--- src/rtl/inv_mixcolumns_seq_if.sv ---
// Valid/ready bundle for the InvMixColumns sequencer.
// Input side, output side and busy status in one bundle.
interface inv_mixcolumns_seq_if;
  logic         in_valid;
  logic         in_ready;
  logic [127:0] data_in;
  logic         out_valid;
  logic         out_ready;
  logic [127:0] data_out;
  logic         busy;

  modport master (
    output in_valid,
    output data_in,
    output out_ready,
    input  in_ready,
    input  out_valid,
    input  data_out,
    input  busy
  );

  modport slave (
    input  in_valid,
    input  data_in,
    input  out_ready,
    output in_ready,
    output out_valid,
    output data_out,
    output busy
  );
endinterface

--- src/rtl/inv_mixcolumns_seq.sv ---
// AES InvMixColumns over a 128-bit state, LANES bytes per cycle.
// IDLE captures, RUN fills the result register, DONE holds it.
module inv_mixcolumns_seq #(
  parameter int LANES = 1
) (
  input  logic clk,
  input  logic rst_n,
  inv_mixcolumns_seq_if.slave bus
);

  localparam int N = 16 / LANES;
  localparam logic [3:0] LAST = 4'(N - 1);

  if (LANES != 1 && LANES != 2 && LANES != 4) begin : g_bad_lanes
    $error("inv_mixcolumns_seq: LANES must be 1, 2 or 4");
  end

  typedef enum logic [1:0] {
    IDLE,
    RUN,
    DONE
  } state_t;

  state_t       state;
  state_t       state_nx;
  logic [3:0]   idx;
  logic [127:0] src;
  logic [127:0] res;

  logic [3:0]   lane_k   [LANES];
  logic [7:0]   lane_val [LANES];

  function automatic logic [7:0] xt(
    input logic [7:0] b
  );
    return {b[6:0], 1'b0} ^ (b[7] ? 8'h1b : 8'h00);
  endfunction

  function automatic logic [7:0] mul09(
    input logic [7:0] b
  );
    logic [7:0] b2;
    logic [7:0] b4;
    logic [7:0] b8;
    b2 = xt(b);
    b4 = xt(b2);
    b8 = xt(b4);
    return b8 ^ b;
  endfunction

  function automatic logic [7:0] mul0b(
    input logic [7:0] b
  );
    logic [7:0] b2;
    logic [7:0] b4;
    logic [7:0] b8;
    b2 = xt(b);
    b4 = xt(b2);
    b8 = xt(b4);
    return b8 ^ b2 ^ b;
  endfunction

  function automatic logic [7:0] mul0d(
    input logic [7:0] b
  );
    logic [7:0] b2;
    logic [7:0] b4;
    logic [7:0] b8;
    b2 = xt(b);
    b4 = xt(b2);
    b8 = xt(b4);
    return b8 ^ b4 ^ b;
  endfunction

  function automatic logic [7:0] mul0e(
    input logic [7:0] b
  );
    logic [7:0] b2;
    logic [7:0] b4;
    logic [7:0] b8;
    b2 = xt(b);
    b4 = xt(b2);
    b8 = xt(b4);
    return b8 ^ b4 ^ b2;
  endfunction

  // Rotating the column by 8r lines byte r up with the 0e tap.
  function automatic logic [7:0] inv_byte(
    input logic [31:0] col,
    input logic [1:0]  r
  );
    logic [63:0] dbl;
    logic [31:0] w;
    dbl = {col, col} >> {r, 3'b000};
    w   = dbl[31:0];
    return mul0e(w[7:0])   ^
           mul0b(w[15:8])  ^
           mul0d(w[23:16]) ^
           mul09(w[31:24]);
  endfunction

  for (genvar l = 0; l < LANES; l++) begin : g_lane
    logic [3:0]  k;
    logic [31:0] col;

    assign k           = idx * 4'(LANES) + 4'(l);
    assign col         = src[{k[3:2], 5'b00000} +: 32];
    assign lane_k[l]   = k;
    assign lane_val[l] = inv_byte(col, k[1:0]);
  end

  // State register.
  always_ff @(posedge clk or negedge rst_n) begin
    if (!rst_n) begin
      state <= IDLE;
    end else begin
      state <= state_nx;
    end
  end

  // Next-state logic; DONE always returns through IDLE.
  always_comb begin
    state_nx = state;
    unique case (state)
      IDLE: if (bus.in_valid) state_nx = RUN;
      RUN:  if (idx == LAST) state_nx = DONE;
      DONE: if (bus.out_ready) state_nx = IDLE;
      default: state_nx = IDLE;
    endcase
  end

  // Source capture, pass index and per-lane result writes.
  always_ff @(posedge clk or negedge rst_n) begin
    if (!rst_n) begin
      idx <= '0;
      src <= '0;
      res <= '0;
    end else begin
      unique case (state)
        IDLE: begin
          if (bus.in_valid) begin
            src <= bus.data_in;
            idx <= '0;
          end
        end
        RUN: begin
          for (int l = 0; l < LANES; l++) begin
            res[{lane_k[l], 3'b000} +: 8] <= lane_val[l];
          end
          idx <= (idx == LAST) ? 4'd0 : idx + 4'd1;
        end
        default: ;
      endcase
    end
  end

  assign bus.in_ready  = (state == IDLE);
  assign bus.out_valid = (state == DONE);
  assign bus.busy      = (state == RUN) || (state == DONE);
  assign bus.data_out  = res;

endmodule
--- src/flat_wrapper.sv ---
// flat-port wrapper written by rule: the top's interface ports become plain ports
module inv_mixcolumns_seq_flat 
#(
  parameter int LANES = 1
)
  (clk, rst_n, bus_in_valid, bus_data_in, bus_out_ready, bus_in_ready, bus_out_valid, bus_data_out, bus_busy);
  inv_mixcolumns_seq_if bus_i ();
  input  logic clk;
  input  logic rst_n;
  input wire logic [$bits(bus_i.in_valid)-1:0] bus_in_valid;
  input wire logic [$bits(bus_i.data_in)-1:0] bus_data_in;
  input wire logic [$bits(bus_i.out_ready)-1:0] bus_out_ready;
  output wire logic [$bits(bus_i.in_ready)-1:0] bus_in_ready;
  output wire logic [$bits(bus_i.out_valid)-1:0] bus_out_valid;
  output wire logic [$bits(bus_i.data_out)-1:0] bus_data_out;
  output wire logic [$bits(bus_i.busy)-1:0] bus_busy;
  assign bus_i.in_valid = bus_in_valid;
  assign bus_i.data_in = bus_data_in;
  assign bus_i.out_ready = bus_out_ready;
  assign bus_in_ready = bus_i.in_ready;
  assign bus_out_valid = bus_i.out_valid;
  assign bus_data_out = bus_i.data_out;
  assign bus_busy = bus_i.busy;
  inv_mixcolumns_seq #(.LANES(LANES)) u_core (.clk(clk), .rst_n(rst_n), .bus(bus_i));
endmodule
--- config.mk ---
export PLATFORM = sky130hd
export DESIGN_NAME = inv_mixcolumns_seq_flat
export DESIGN_NICKNAME = d
export VERILOG_FILES = /design/src/rtl/inv_mixcolumns_seq_if.sv /design/src/rtl/inv_mixcolumns_seq.sv /design/src/flat_wrapper.sv
export SDC_FILE = /design/constraint.sdc
export NUM_CORES = 1
export LEC_CHECK = 0
export CORE_MARGIN = 8
export CORE_UTILIZATION = 52
export CTS_BUF_LIST = sky130_fd_sc_hd__clkbuf_8 sky130_fd_sc_hd__clkbuf_16
export DETAILED_ROUTE_END_ITERATION = 16
export GPL_ROUTABILITY_DRIVEN = 0
export PLACE_DENSITY = 0.81
export SYNTH_ARGS = -nofsm -noshare
export SYNTH_HDL_FRONTEND = slang
export SYNTH_SLANG_ARGS = --single-unit
export TNS_END_PERCENT = 100
--- constraint.sdc ---
create_clock -name clk -period 4.3 [get_ports clk]
set_input_delay 0.86 -clock clk [delete_from_list [all_inputs] [get_ports clk]]
set_output_delay 0.86 -clock clk [all_outputs]
set_load 0.1 [all_outputs]
==> flow_summary.ini <==
[run_status]
outcome = finished, final reports clean

[sta]
tns_ns = 0
hold_viol_final = 0
fin_crit_sh_pct = 90.49
slew_violations = 0
maxSlewHeadroom_pct = 29.89
worst_pin_slew_ns = 1.048
min_period_ns = 3.891
setup_viol = 0
skew_ns = 0.009891
fmax_mhz = 257.0
rsz0062_at_grt = no

[global_route]
grt_pass1_vias = 9309
grt_pass1_wl_um = 50760
antenna_found_initial = 0
grt_max_degree = 114
grtUsageTotal_pct = 22.01
grt_overflow_total = 0

[place]
hpwlAfterDp_um = 23560
io_buffer_count = 262

[drt]
drt-initial-drc-count = 671
drt_drc_violations_left = 0
wl_met3_um = 2256
detail-route-antenna-nets = 0
wl_met1_um = 13510
vias_per_cell = 5.521
wl_met2_um = 15670
num_vias = 8674
dr.pass1.iters = 5
maxUsedRoutingLayer = met4
wl_per_cell_um = 20.46
finalWirelength_um = 32150

[synthesis]
syn-num-nets = 1120
synth_cells = 981
yosysSeqAreaShare_pct = 52.96
syn_area_sq_um = 12380
ys_ff_latch = 262
async_flop_share_pct = 100.0
ys.flop_type = dfrtp_1
synth_edf_count = 0
syn_avg_cell_area_sq_um = 12.62
yosys.cell_types.count = 43
yosys_warnings = 0

[setup_path]
end_kind = flip-flop
worst_ep_arrival_time_ns = 4.25
crit_path_max_incr_delay_ns = 0.74
cp_max_fo = 21
crit_slowest_cell = xnor2_2
start_kind = flip-flop
cp-startpoint = u_core.idx[2]
reg2reg_from = u_core.idx[2]
crit_chain = mux4_2 > mux2i_1 > mux2i_1 > xnor2_1 > xnor3_1 > xnor2_1 > xnor2_2 > o21ai_0
critPathKind = flip-flop to flip-flop
required_ns = 4.66

[die]
core_area_sq_um = 23400
chipHeight_um = 170.3
ioPinCount = 263
die_w_um = 170.3
dieArea_sq_um = 29000
start_util_pct = 52.90
rows = 56

[clocking]
cts_buffers = 27
cts_setup_buffers = 0
htree_levels = 1
cts_resized = 0
cts_hold_buffers = 0
ctsLongestPathBuffers = 3
cts.sinks = 262
insertion_delay_ns = 0.52
root_buffer = clkbuf_16
cts_tree = yes
clkSlewWorstSetupHoldPaths_ns = 0.06

[layout]
post_route_cells_drive_above_1_share_pct = 20.93
final_common_cell = clkdlybuf4s50_1
nets = 1371
area_growth_pct = 30.92
final_cell_mix = clkdlybuf4s50_1 (261), dfrtp_1 (259), nand2_1 (151), mux2_2 (136), o21ai_1 (87)
n_antenna_cell = 0

[job]
max_cap_viol_count = 0

[hold_path]
hp-class = primary input to asynchronous set/reset pin
-- cells by family after synthesis --
logic type	Yosys count	share of synthesized area, %
DFF	262	52.96
muxes	230	24.52
and+or+nand+nor	194	6.458
AOI/OAI and AO/OA	151	6.559
xor gates and xnor gates	71	6.195
buffers and inverters	66	2.607
adders and majority gates	7	0.7074
-- sequential cells by signal, summed over array words and instances (netlist names) --
signal               count
u_core.state             2
u_core.src             128
u_core.bus.data_out    128
u_core.idx               4
-- cell usage after synthesis (2+ instances only) --
| library cell | number | share of area [%] |
|---|---|---|
| o21ai_2 | 9 | 0.64 |
| o22a_1 | 2 | 0.14 |
| xor2_1 | 20 | 1.4 |
| ha_1 | 7 | 0.71 |
| buf_2 | 12 | 0.49 |
| xnor2_1 | 38 | 2.7 |
| inv_1 | 6 | 0.18 |
| mux2i_4 | 2 | 0.36 |
| mux4_2 | 43 | 7.8 |
| buf_8 | 2 | 0.24 |
| nor2_1 | 7 | 0.21 |
| nor2b_1 | 2 | 0.10 |
| a21oi_1 | 4 | 0.16 |
| nand2b_1 | 2 | 0.10 |
| dfrtp_1 | 262 | 53 |
| or3_1 | 6 | 0.30 |
| nand4_1 | 4 | 0.20 |
| xnor2_2 | 6 | 0.79 |
| o21ai_0 | 43 | 1.7 |
| nand2_1 | 152 | 4.6 |
| mux2_2 | 136 | 12 |
| clkbuf_1 | 26 | 0.79 |
| mux2i_1 | 49 | 4.0 |
| o21ai_1 | 87 | 3.5 |
| xnor3_1 | 5 | 0.91 |
| buf_6 | 4 | 0.36 |
| nand3_1 | 16 | 0.65 |
| buf_4 | 2 | 0.12 |
| buf_1 | 12 | 0.36 |
| a21o_1 | 2 | 0.12 |
-- critical path: cells and delay by family (launching register included) --
kind	cells	cell delay (ns)
multiplexers	3	1.29
XOR/XNOR	4	1.51
flip-flops	1	0.69
AO/OA/AOI/OAI	1	0.22
-- path summary, 6_finish.rpt --
kind | to | slack [ns] | depth (start not counted)
setup / recovery | u_core.bus.data_out[63] | 0.41 | 8
setup reg to reg | u_core.bus.data_out[63] | 0.41 | 8
hold / removal | u_core.bus.data_out[44] | 0.42 | 1
min in group clk | u_core.bus.data_out[62] | 0.48 | 2
max in group asynchronous | u_core.src[10] | 2.90 | 2
hold reg to reg | u_core.bus.data_out[62] | 0.48 | 2
-- area by class of cell --
cell class / instances / area (sq um)
Inverter: 8 / 30.03
Clock buffer: 32 / 744.5
Multi-Input combinational cell: 653 / 5539
Sequential cell: 262 / 6563
Clock inverter: 17 / 121.4
Timing Repair Buffer: 280 / 2813
Fill cell: 1700 / 7193
Tap cell: 319 / 399.1
-- per-layer routing --
layer,vias to the layer above,GRT usage [%]
li1,3965,-
met1,4304,28.63
met2,352,37.48
met3,53,4.402
met4,0,5.225
met5,-,0
-- stage by stage --
stage	std cells	setup WS [ns]	hold WS, ns	utilization [%]	cell area [sq um]
2_1_floorplan	981	1.187	0.4739	-	12380
3_3_place_gp	1522	0.4095	0.4612	65.56	15340
3_5_place_dp	1522	0.3372	0.4644	65.56	15340
4_1_cts	1571	0.3170	0.4567	69.26	16210
5_1_grt	1571	0.07204	0.4831	69.26	16210
6_report	1571	0.4089	0.4162	69.26	16210
Power is not shown: default switching activity piles up to over one toggle a cycle in this logic, so the estimate is an artifact.
